==> src/rtl/clock_pkg.sv <==
// Shared types and 7-segment encoding for the board time-of-day clock.
package clock_pkg;

  typedef logic [3:0] bcd_t;
  typedef logic [6:0] seg_t;

  typedef struct packed {
    bcd_t h10;
    bcd_t h1;
    bcd_t m10;
    bcd_t m1;
    bcd_t s10;
    bcd_t s1;
  } tod_t;

  // Active-low segments, bit0=a .. bit6=g
  localparam seg_t SEG_DIGIT [0:9] = '{7'h40, 7'h79, 7'h24, 7'h30, 7'h19,
                                       7'h12, 7'h02, 7'h78, 7'h00, 7'h10};
  localparam seg_t SEG_BLANK = 7'h7F;

  localparam bcd_t UNITS_MAX    = 4'd9;
  localparam bcd_t SEC_TENS_MAX = 4'd5;
  localparam bcd_t MIN_TENS_MAX = 4'd5;
  localparam bcd_t HR_TENS_MAX  = 4'd2;
  localparam bcd_t HR_UNITS_TOP = 4'd3;

  function automatic seg_t seg_encode(input bcd_t d);
    seg_t s;
    s = SEG_BLANK;
    for (int i = 0; i < 10; i++)
      if (d == bcd_t'(i)) s = SEG_DIGIT[i];
    return s;
  endfunction

endpackage

==> src/rtl/switch_debounce.sv <==
// Two-flop synchronizer followed by a stable-count debouncer for one switch.
module switch_debounce #(
  parameter int DEB_CYCLES = 500000
) (
  input  logic clk,
  input  logic rst_i,
  input  logic sw_i,
  output logic level_o
);

  localparam int CW = $clog2(DEB_CYCLES + 1);

  logic          sync1_q, sync2_q;
  logic          level_q, level_d;
  logic [CW-1:0] cnt_q, cnt_d;

  // Count samples that disagree with the accepted level; any agreeing sample restarts.
  always_comb begin
    level_d = level_q;
    cnt_d   = '0;
    if (sync2_q != level_q) begin
      if (cnt_q == CW'(DEB_CYCLES - 1)) level_d = sync2_q;
      else                              cnt_d   = cnt_q + CW'(1);
    end
  end

  always_ff @(posedge clk) begin
    if (rst_i) begin
      sync1_q <= 1'b0;
      sync2_q <= 1'b0;
      level_q <= 1'b0;
      cnt_q   <= '0;
    end else begin
      sync1_q <= sw_i;
      sync2_q <= sync1_q;
      level_q <= level_d;
      cnt_q   <= cnt_d;
    end
  end

  assign level_o = level_q;

endmodule

==> src/rtl/clock_time_driver.sv <==
// BCD HH:MM:SS time-of-day core with switch-driven minute setting and direct 7-seg drive.
module clock_time_driver
  import clock_pkg::*;
#(
  parameter int CLK_HZ     = 50000000,
  parameter int DEB_CYCLES = 500000
) (
  input  logic       clk,
  input  logic       RST,
  input  logic [1:0] SW,
  output logic [6:0] SEG1,
  output logic [6:0] SEG2,
  output logic [6:0] SEG3,
  output logic [6:0] SEG4,
  output logic [6:0] SEG5,
  output logic [6:0] SEG6,
  output logic       sec_pulse
);

  localparam int PW = $clog2(CLK_HZ);

  logic          set_mode, inc_lvl, inc_prev_q, inc, tick;
  logic [PW-1:0] pre_q, pre_d;
  tod_t          tod_q, tod_d;
  logic [5:0][6:0] seg_q, seg_d;
  logic          pulse_q;

  switch_debounce #(.DEB_CYCLES(DEB_CYCLES)) u_db_set (
    .clk(clk), .rst_i(RST), .sw_i(SW[0]), .level_o(set_mode)
  );

  switch_debounce #(.DEB_CYCLES(DEB_CYCLES)) u_db_inc (
    .clk(clk), .rst_i(RST), .sw_i(SW[1]), .level_o(inc_lvl)
  );

  function automatic tod_t inc_hour(input tod_t t);
    tod_t r;
    r = t;
    if (t.h10 == HR_TENS_MAX && t.h1 == HR_UNITS_TOP) begin
      r.h10 = '0;
      r.h1  = '0;
    end else if (t.h1 == UNITS_MAX) begin
      r.h1  = '0;
      r.h10 = t.h10 + 4'd1;
    end else begin
      r.h1  = t.h1 + 4'd1;
    end
    return r;
  endfunction

  function automatic tod_t inc_min(input tod_t t);
    tod_t r;
    r = t;
    if (t.m1 == UNITS_MAX) begin
      r.m1 = '0;
      if (t.m10 == MIN_TENS_MAX) begin
        r.m10 = '0;
        r     = inc_hour(r);
      end else begin
        r.m10 = t.m10 + 4'd1;
      end
    end else begin
      r.m1 = t.m1 + 4'd1;
    end
    return r;
  endfunction

  function automatic tod_t inc_sec(input tod_t t);
    tod_t r;
    r = t;
    if (t.s1 == UNITS_MAX) begin
      r.s1 = '0;
      if (t.s10 == SEC_TENS_MAX) begin
        r.s10 = '0;
        r     = inc_min(r);
      end else begin
        r.s10 = t.s10 + 4'd1;
      end
    end else begin
      r.s1 = t.s1 + 4'd1;
    end
    return r;
  endfunction

  // Prescaler is parked at zero while setting, so leaving set mode restarts a full second.
  assign tick = !set_mode && (pre_q == PW'(CLK_HZ - 1));
  assign inc  = set_mode && inc_lvl && !inc_prev_q;

  always_comb begin
    if (set_mode || tick) pre_d = '0;
    else                  pre_d = pre_q + PW'(1);
  end

  always_comb begin
    tod_d = tod_q;
    if (set_mode) begin
      tod_d.s10 = '0;
      tod_d.s1  = '0;
      if (inc) tod_d = inc_min(tod_d);
    end else if (tick) begin
      tod_d = inc_sec(tod_q);
    end
  end

  always_comb begin
    seg_d[0] = set_mode ? SEG_BLANK : seg_encode(tod_q.s1);
    seg_d[1] = set_mode ? SEG_BLANK : seg_encode(tod_q.s10);
    seg_d[2] = seg_encode(tod_q.m1);
    seg_d[3] = seg_encode(tod_q.m10);
    seg_d[4] = seg_encode(tod_q.h1);
    seg_d[5] = seg_encode(tod_q.h10);
  end

  always_ff @(posedge clk) begin
    if (RST) begin
      pre_q      <= '0;
      tod_q      <= '0;
      inc_prev_q <= 1'b0;
      pulse_q    <= 1'b0;
      seg_q      <= {6{SEG_DIGIT[0]}};
    end else begin
      pre_q      <= pre_d;
      tod_q      <= tod_d;
      inc_prev_q <= inc_lvl;
      pulse_q    <= tick;
      seg_q      <= seg_d;
    end
  end

  assign SEG1      = seg_q[0];
  assign SEG2      = seg_q[1];
  assign SEG3      = seg_q[2];
  assign SEG4      = seg_q[3];
  assign SEG5      = seg_q[4];
  assign SEG6      = seg_q[5];
  assign sec_pulse = pulse_q;

endmodule

==> config.mk <==
export PLATFORM = sky130hd
export DESIGN_NAME = clock_time_driver
export DESIGN_NICKNAME = d
export VERILOG_FILES = /design/src/rtl/clock_pkg.sv /design/src/rtl/switch_debounce.sv /design/src/rtl/clock_time_driver.sv
export SDC_FILE = /design/constraint.sdc
export NUM_CORES = 1
export LEC_CHECK = 0
export CELL_PAD_IN_SITES_DETAIL_PLACEMENT = 1
export CELL_PAD_IN_SITES_GLOBAL_PLACEMENT = 1
export CORE_MARGIN = 3
export CORE_UTILIZATION = 41
export CTS_BUF_LIST = sky130_fd_sc_hd__clkbuf_8
export DETAILED_ROUTE_END_ITERATION = 16
export GPL_ROUTABILITY_DRIVEN = 0
export GPL_TIMING_DRIVEN = 0
export PLACE_DENSITY_LB_ADDON = 0.1
export RECOVER_POWER = 25
export SLEW_MARGIN = 10
export SYNTH_ARGS = -nofsm -noshare
export SYNTH_HDL_FRONTEND = slang
export SYNTH_HIERARCHICAL = 1
export SYNTH_SLANG_ARGS = --single-unit
==> constraint.sdc <==
create_clock -name clk -period 2.75 [get_ports clk]
set_input_delay 0.55 -clock clk [delete_from_list [all_inputs] [get_ports clk]]
set_output_delay 0.55 -clock clk [all_outputs]
set_load 0.01 [all_outputs]
==> results of run 1 <==
## cell usage after synthesis, types with 2 or more instances
| library cell | instances |
|---|---|
| xnor2_1 | 32 |
| or3b_2 | 2 |
| mux2_2 | 2 |
| o21a_1 | 4 |
| nor2b_1 | 16 |
| a211oi_1 | 4 |
| o22ai_1 | 4 |
| nor4_1 | 11 |
| nor2_1 | 121 |
| nand2b_1 | 11 |
| clkbuf_1 | 36 |
| buf_1 | 2 |
| o21ai_0 | 34 |
| o31ai_1 | 7 |
| mux2i_1 | 9 |
| and4_1 | 6 |
| or4b_1 | 4 |
| nand3_1 | 38 |
| nor3_1 | 19 |
| ha_1 | 7 |
| or4_1 | 11 |
| dfxtp_1 | 138 |
| a31o_2 | 3 |
| nand2_1 | 33 |
| nand4_1 | 25 |
| o21ai_4 | 2 |
| xor2_1 | 28 |
| and2_1 | 3 |
| and3_1 | 6 |
| nor3b_1 | 2 |
| clkbuf_2 | 2 |
| or2_2 | 5 |
| inv_1 | 23 |
| a2111oi_0 | 2 |
| a31oi_1 | 6 |
| or3_1 | 8 |
| nand4bb_1 | 2 |
| nand3b_1 | 2 |
| nor4bb_1 | 2 |
| a21oi_1 | 64 |
| nor4b_1 | 2 |
## per-layer routing
| metal | vias to the layer above | track usage [%] | wire (um) |
|---|---|---|---|
| met5 | - | 0 | 0 |
| met4 | 0 | 7.139 | 301 |
| met3 | 27 | 3.537 | 459 |
| met2 | 88 | 35.52 | 8238 |
| met1 | 2786 | 24.38 | 7439 |
| li1 | 2802 | - | - |
## worst paths after layout
| check | from | end | slack (ps) | depth (start not counted) |
|---|---|---|---|---|
| hold reg to reg | u_db_set/sync1_q$_SDFF_PP0_ | u_db_set/sync2_q$_SDFF_PP0_ | 440 | 1 |
| setup / recovery | pre_q[18]$_SDFF_PP0_ | tod_q[9]$_SDFFE_PP0P_ | 50 | 6 |
| setup reg to reg | pre_q[18]$_SDFF_PP0_ | tod_q[9]$_SDFFE_PP0P_ | 50 | 6 |
| hold / removal | u_db_set/sync1_q$_SDFF_PP0_ | u_db_set/sync2_q$_SDFF_PP0_ | 440 | 1 |
## through the flow
step / util (%) / setup WS (ps) / power (mW) / instance area, um^2 / hold slack [ps]
after global routing: 50.38 / -6.257 / 3.915 / 7488 / 465.0
final: 50.38 / 45.27 / 3.765 / 7488 / 442.0
after CTS: 50.13 / 4.880 / 3.822 / 7452 / 449.0
after detailed placement: 47.36 / -184.6 / 2.121 / 7039 / 430.8
after floorplan: - / 187.7 / 2.094 / 6349 / 413.8
after global placement: 47.36 / -164.0 / 2.118 / 7039 / 421.0
## critical path: cells and delay by family, from the launching register on
family	cells	cell delay, ps
buf+inv	1	150
compound gates	2	600
flops	1	350
simple gates	3	1540
## power by group
part | switching (mW) | internal [mW]
registers | 0.00573 | 2.00
logic | 0.0442 | 0.0194
clock network | 0.784 | 0.907
## area by class of cell
| type | instances | area (um^2) |
|---|---|---|
| clock buffer | 18 | 247.7 |
| clock inverter | 14 | 153.9 |
| sequential | 138 | 2768 |
| multi-input combinational | 557 | 3368 |
| buffer | 41 | 173.9 |
| timing repair buffer | 46 | 460.4 |
| tap | 184 | 230.2 |
| fill | 1799 | 7376 |
| inverter | 23 | 86.33 |
## timing repair
item,4_1_cts,5_1_grt
resized for setup,6,12
endpoints found under the setup margin,33,15
pin swaps,1,3
## cells by family after synthesis
group	after synthesis	share of synthesized area, %
AOI/OAI and AO/OA	145	13.80
buffers and inverters	65	4.020
xor gates and xnor gates	60	8.278
DFF	138	43.52
muxes	11	1.774
and+or+nand+nor	334	27.24
adders and majority gates	7	1.380
## sequential cells by signal (all words and copies together) (netlist names), 19 cells and up
register        count
pre_q              26
tod_q              24
u_db_inc/cnt_q     19
u_db_set/cnt_q     19
==> metrics.txt, run 1 <==
H-tree depth 4; # IOs 47; Tmin final 2705 ps; Cells after DPL 990; final clock skew 10.42 ps; Leakage 2.542 nW; Async SR Flop Fraction 0%; Remaining DRCs 0; Finish-stage setup viols 0; cell taking the most area after synthesis dfxtp_1; post-DP HPWL 11620 um; Core Area 0.01486 mm^2; Critical Path End Type flop; Initial Util 42.71%; Yosys top cell area share 43.52%; Mean Syn Cell Area 8.353 um^2; CP Max Fanout 7; layout cell share with drive strength beyond 1 8.124%; synth top area cells dfxtp_1 (44%), nor2_1 (7.2%), a21oi_1 (5.0%); Die Wd 130.4 um; setup bufs post-CTS 0; clock root buffer clkbuf_8; worst hold path class reg2reg; floorplan row count 44; Final Hold Viols 0; Via density 5.586; Synthesized Nets 771; CP peak stage delay 550 ps; die area 0.01701 mm^2; cells along the critical path or4b_4 -> or4_4 -> buf_6 -> o41a_1 -> or4_4 -> a21oi_2; Fmax 369.7 MHz; CTS Buffer Depth 2; Area Growth Syn to Fin 17.95%; area of the mapped netlist 0.006349 mm^2; first-pass GRT wire length 27660 um; EDFF count, synth 0; main flop type after synthesis dfxtp_1; TNS Setup 0 ps; Via Count 5703; CP max-delay cell or4_4; Layout Nets 835; outcome completed; vias in the first global route 5763; Synth Warn # 6; Port Buffers 46; Finished Layout Cells 1021; commonest non-fill, non-tap cell in the layout dfxtp_1; Mapped Cells 760; CTS tree yes; worst vdd ir 223.3 uV; CP Class reg2reg; RSZ-0062 raised after global routing true; max-slew violations 0; Worst-Margin Slew 917.4 ps; hold_buf cts 0; max_cap viols 0; post-synthesis sequential area ratio 43.52%; library cells used by synthesis 63; First-pass DRT Iterations 4; initial antenna violation count 0; Post-DRT Antenna Nets 0; ANT cells 0; WL per Instance 16.10 um; clk_lat worst skew 440 ps; clk slew on worst S/H paths 80 ps; largest net degree at the start of global routing 17; period utilization 98.35%; most frequent cells in the layout dfxtp_1 (134), nor2_1 (121), a21oi_1 (63); Worst setup SP type flop; crit path DAT 3080 ps; Slew HR 38.27%; clk sink count 138; die height 130.4 um; remaining global-route overflow 0; DRT iter0 DRCs 273; gr usage total 20.02%; CTS Buf Count 17; WL final 16440 um; Worst Path Required 3130 ps; critical path's most frequent cell or4_4; #FFs+latches synth 138; PwrDens 502.7 mW/mm^2
(Power assumes the default switching activity.)
==> inputs of run 2 (changes only) <==
--- a/config.mk
+++ b/config.mk
@@ -8,7 +8,7 @@
 export CELL_PAD_IN_SITES_DETAIL_PLACEMENT = 1
 export CELL_PAD_IN_SITES_GLOBAL_PLACEMENT = 1
 export CORE_MARGIN = 3
-export CORE_UTILIZATION = 41
+export CORE_UTILIZATION = 49
 export CTS_BUF_LIST = sky130_fd_sc_hd__clkbuf_8
 export DETAILED_ROUTE_END_ITERATION = 16
 export GPL_ROUTABILITY_DRIVEN = 0
==> constraint.sdc (replaced) <==
create_clock -name clk -period 3.4 [get_ports clk]
set_input_delay 0.68 -clock clk [delete_from_list [all_inputs] [get_ports clk]]
set_output_delay 0.68 -clock clk [all_outputs]
set_load 0.01 [all_outputs]
==> run 2 against run 1 <==
  * Die area fell by 16%
  * First-iteration DRC count rose by 29%
  * Design area decreased by 1.6%
  * Sequential power fell by 19%
  * Setup slack gained 380 ps
  * Clock skew decreased by 2.6 ps
  * Fmax shrank 9.0%
  * Non-clock buffer count up 1
  * Combinational power down 18%
  * Total power decreased by 23%
  * Largest cell class unchanged
==> metrics.txt, run 2 (same netlist as run 1, synthesis figures left out) <==
clk_lat worst skew 460 ps (+20 ps); layout cell share with drive strength beyond 1 5.629% (-2.5 points); CP Class reg2reg; Finished Layout Cells 1003 (-1.8%); Place WS 436.9 ps (+621.6 ps); ANT cells 0 (unchanged); hold slack 457.9 ps (+15.89 ps); Worst setup SP type flop; CTS Buffer Depth 2 (unchanged); worst hold path class reg2reg; worst vdd ir 266.7 uV (+19%); Worst Path Required 3730 ps (+600 ps); largest reg by FF count pre_q; Die Wd 119.8 um (-8.1%); # IOs 47 (unchanged); Core Area 0.01231 mm^2 (-17%); Port Buffers 46 (unchanged); instance area at placement 0.007019 mm^2 (-0.28%); first-pass GRT wire length 29530 um (+6.8%); initial antenna violation count 0 (unchanged); Slew HR 24.60% (-14 points); Cells after DPL 974 (-1.6%); Post-DRT Antenna Nets 0 (unchanged); Initial Util 51.57% (+8.9 points); max reg flops 26 (unchanged); clk sink count 138 (unchanged); Via density 5.777 (+3.4%); DRT iter0 DRCs 353 (+29%); cts repair resizes 0 (-6); Critical Path End Type flop; First-pass DRT Iterations 4 (unchanged); floorplan row count 40 (-9.1%); final clock skew 7.861 ps (-2.562 ps); die area 0.01436 mm^2 (-16%); CTS Buf Count 17 (unchanged); period utilization 87.44% (-11 points); commonest non-fill, non-tap cell in the layout dfxtp_1; max-slew violations 0 (unchanged); R2R Setup Slk 430 ps (+380 ps); post-DP HPWL 12420 um (+6.9%); most frequent cells in the layout dfxtp_1 (138), nor2_1 (121), a21oi_1 (64); Via Count 5794 (+1.6%); Fmax 336.4 MHz (-9.0%); clock root buffer clkbuf_8; Finish-stage setup viols 0 (unchanged); setup slack after layout 427.1 ps (+381.8 ps); clk slew on worst S/H paths 80 ps (about the same); vias in the first global route 6083 (+5.6%); PwrDens 394.8 mW/mm^2 (-21%); gr usage total 25.25% (+5.2 points); RSZ-0062 raised after global routing false; max_cap viols 0 (unchanged); Worst-Margin Slew 1119 ps (+201.8 ps); die height 119.8 um (-8.1%); fin area 0.007371 mm^2 (-1.6%); Layout Nets 836 (+0.12%); Remaining DRCs 0 (unchanged); H-tree depth 4 (unchanged); CTS tree yes; Leakage 2.484 nW (-2.3%); hold_buf cts 0 (unchanged); Area Growth Syn to Fin 16.10%; crit path DAT 3300 ps (+220 ps); CP Max Fanout 10 (+3); WL final 17550 um (+6.8%); TNS Setup 0 ps (unchanged); Largest regs pre_q (26), tod_q (24); Tmin final 2973 ps (+268.2 ps); WL per Instance 17.50 um (+8.7%); setup bufs post-CTS 0 (unchanged); outcome completed; remaining global-route overflow 0 (unchanged); Final Hold Viols 0 (unchanged); fillers 1523 (-15%); largest net degree at the start of global routing 17 (unchanged)
[run 2: cell count changes in the layout (fill, tap and decap cells not counted), sizes merged, moves of 2 or more]
cell and delta:
clkbuf +9, clkinv -8, clkdlybuf4s50 +6, dlygate4sd3 -6, bufinv -3, inv +3, clkinvlp -2
[run 2: cell type report]
class	instances	area, um^2	area share [%]
well taps	168	210.2	2.852
flip-flops and latches	138	2763	37.48
plain buffers	42	168.9	2.292
multi-input cells	557	3322	45.07
clock buffers	25	344.1	4.668
repair buffers	46	460.4	6.247
clock inverters	4	16.27	0.2207
inverters	23	86.33	1.171
[run 2: layer usage]
metal | GRT usage, % | up-vias | routed length (um)
li1 | - | 2804 | -
met1 | 29.24 | 2867 | 7361
met2 | 46.36 | 101 | 9324
met3 | 4.807 | 22 | 638
met4 | 8.805 | 0 | 226
met5 | 0 | - | 0
[run 2: where the power goes]
part	internal, mW	switching [mW]
sequential	1.62	0.00482
combinational	0.0152	0.0367
clock	0.640	0.591
[run 2: through the flow]
step                utilization [%]  power [mW]
floorplan                         -       1.694
detailed placement            57.01       1.716
finish                        59.87       2.910
global route                  59.87       2.998
CTS                           59.94       2.923
global placement              57.01       1.712
[run 2: critical path, cell delays in order, from the launching register on]
cell,delay (ps)
dfxtp_1,370
or4b_1,540
or4_1,570
clkbuf_2,190
nor2_1,230
or2_2,160
clkbuf_1,270
clkbuf_1,400
nor2_1,110
[run 2: worst paths after layout]
check	from	end	cells after the start
setup / recovery	pre_q[16]$_SDFF_PP0_	pre_q[23]$_SDFF_PP0_	8
hold / removal	u_db_inc/sync1_q$_SDFF_PP0_	u_db_inc/sync2_q$_SDFF_PP0_	1
setup reg to reg	pre_q[16]$_SDFF_PP0_	pre_q[23]$_SDFF_PP0_	8
hold reg to reg	u_db_inc/sync1_q$_SDFF_PP0_	u_db_inc/sync2_q$_SDFF_PP0_	1
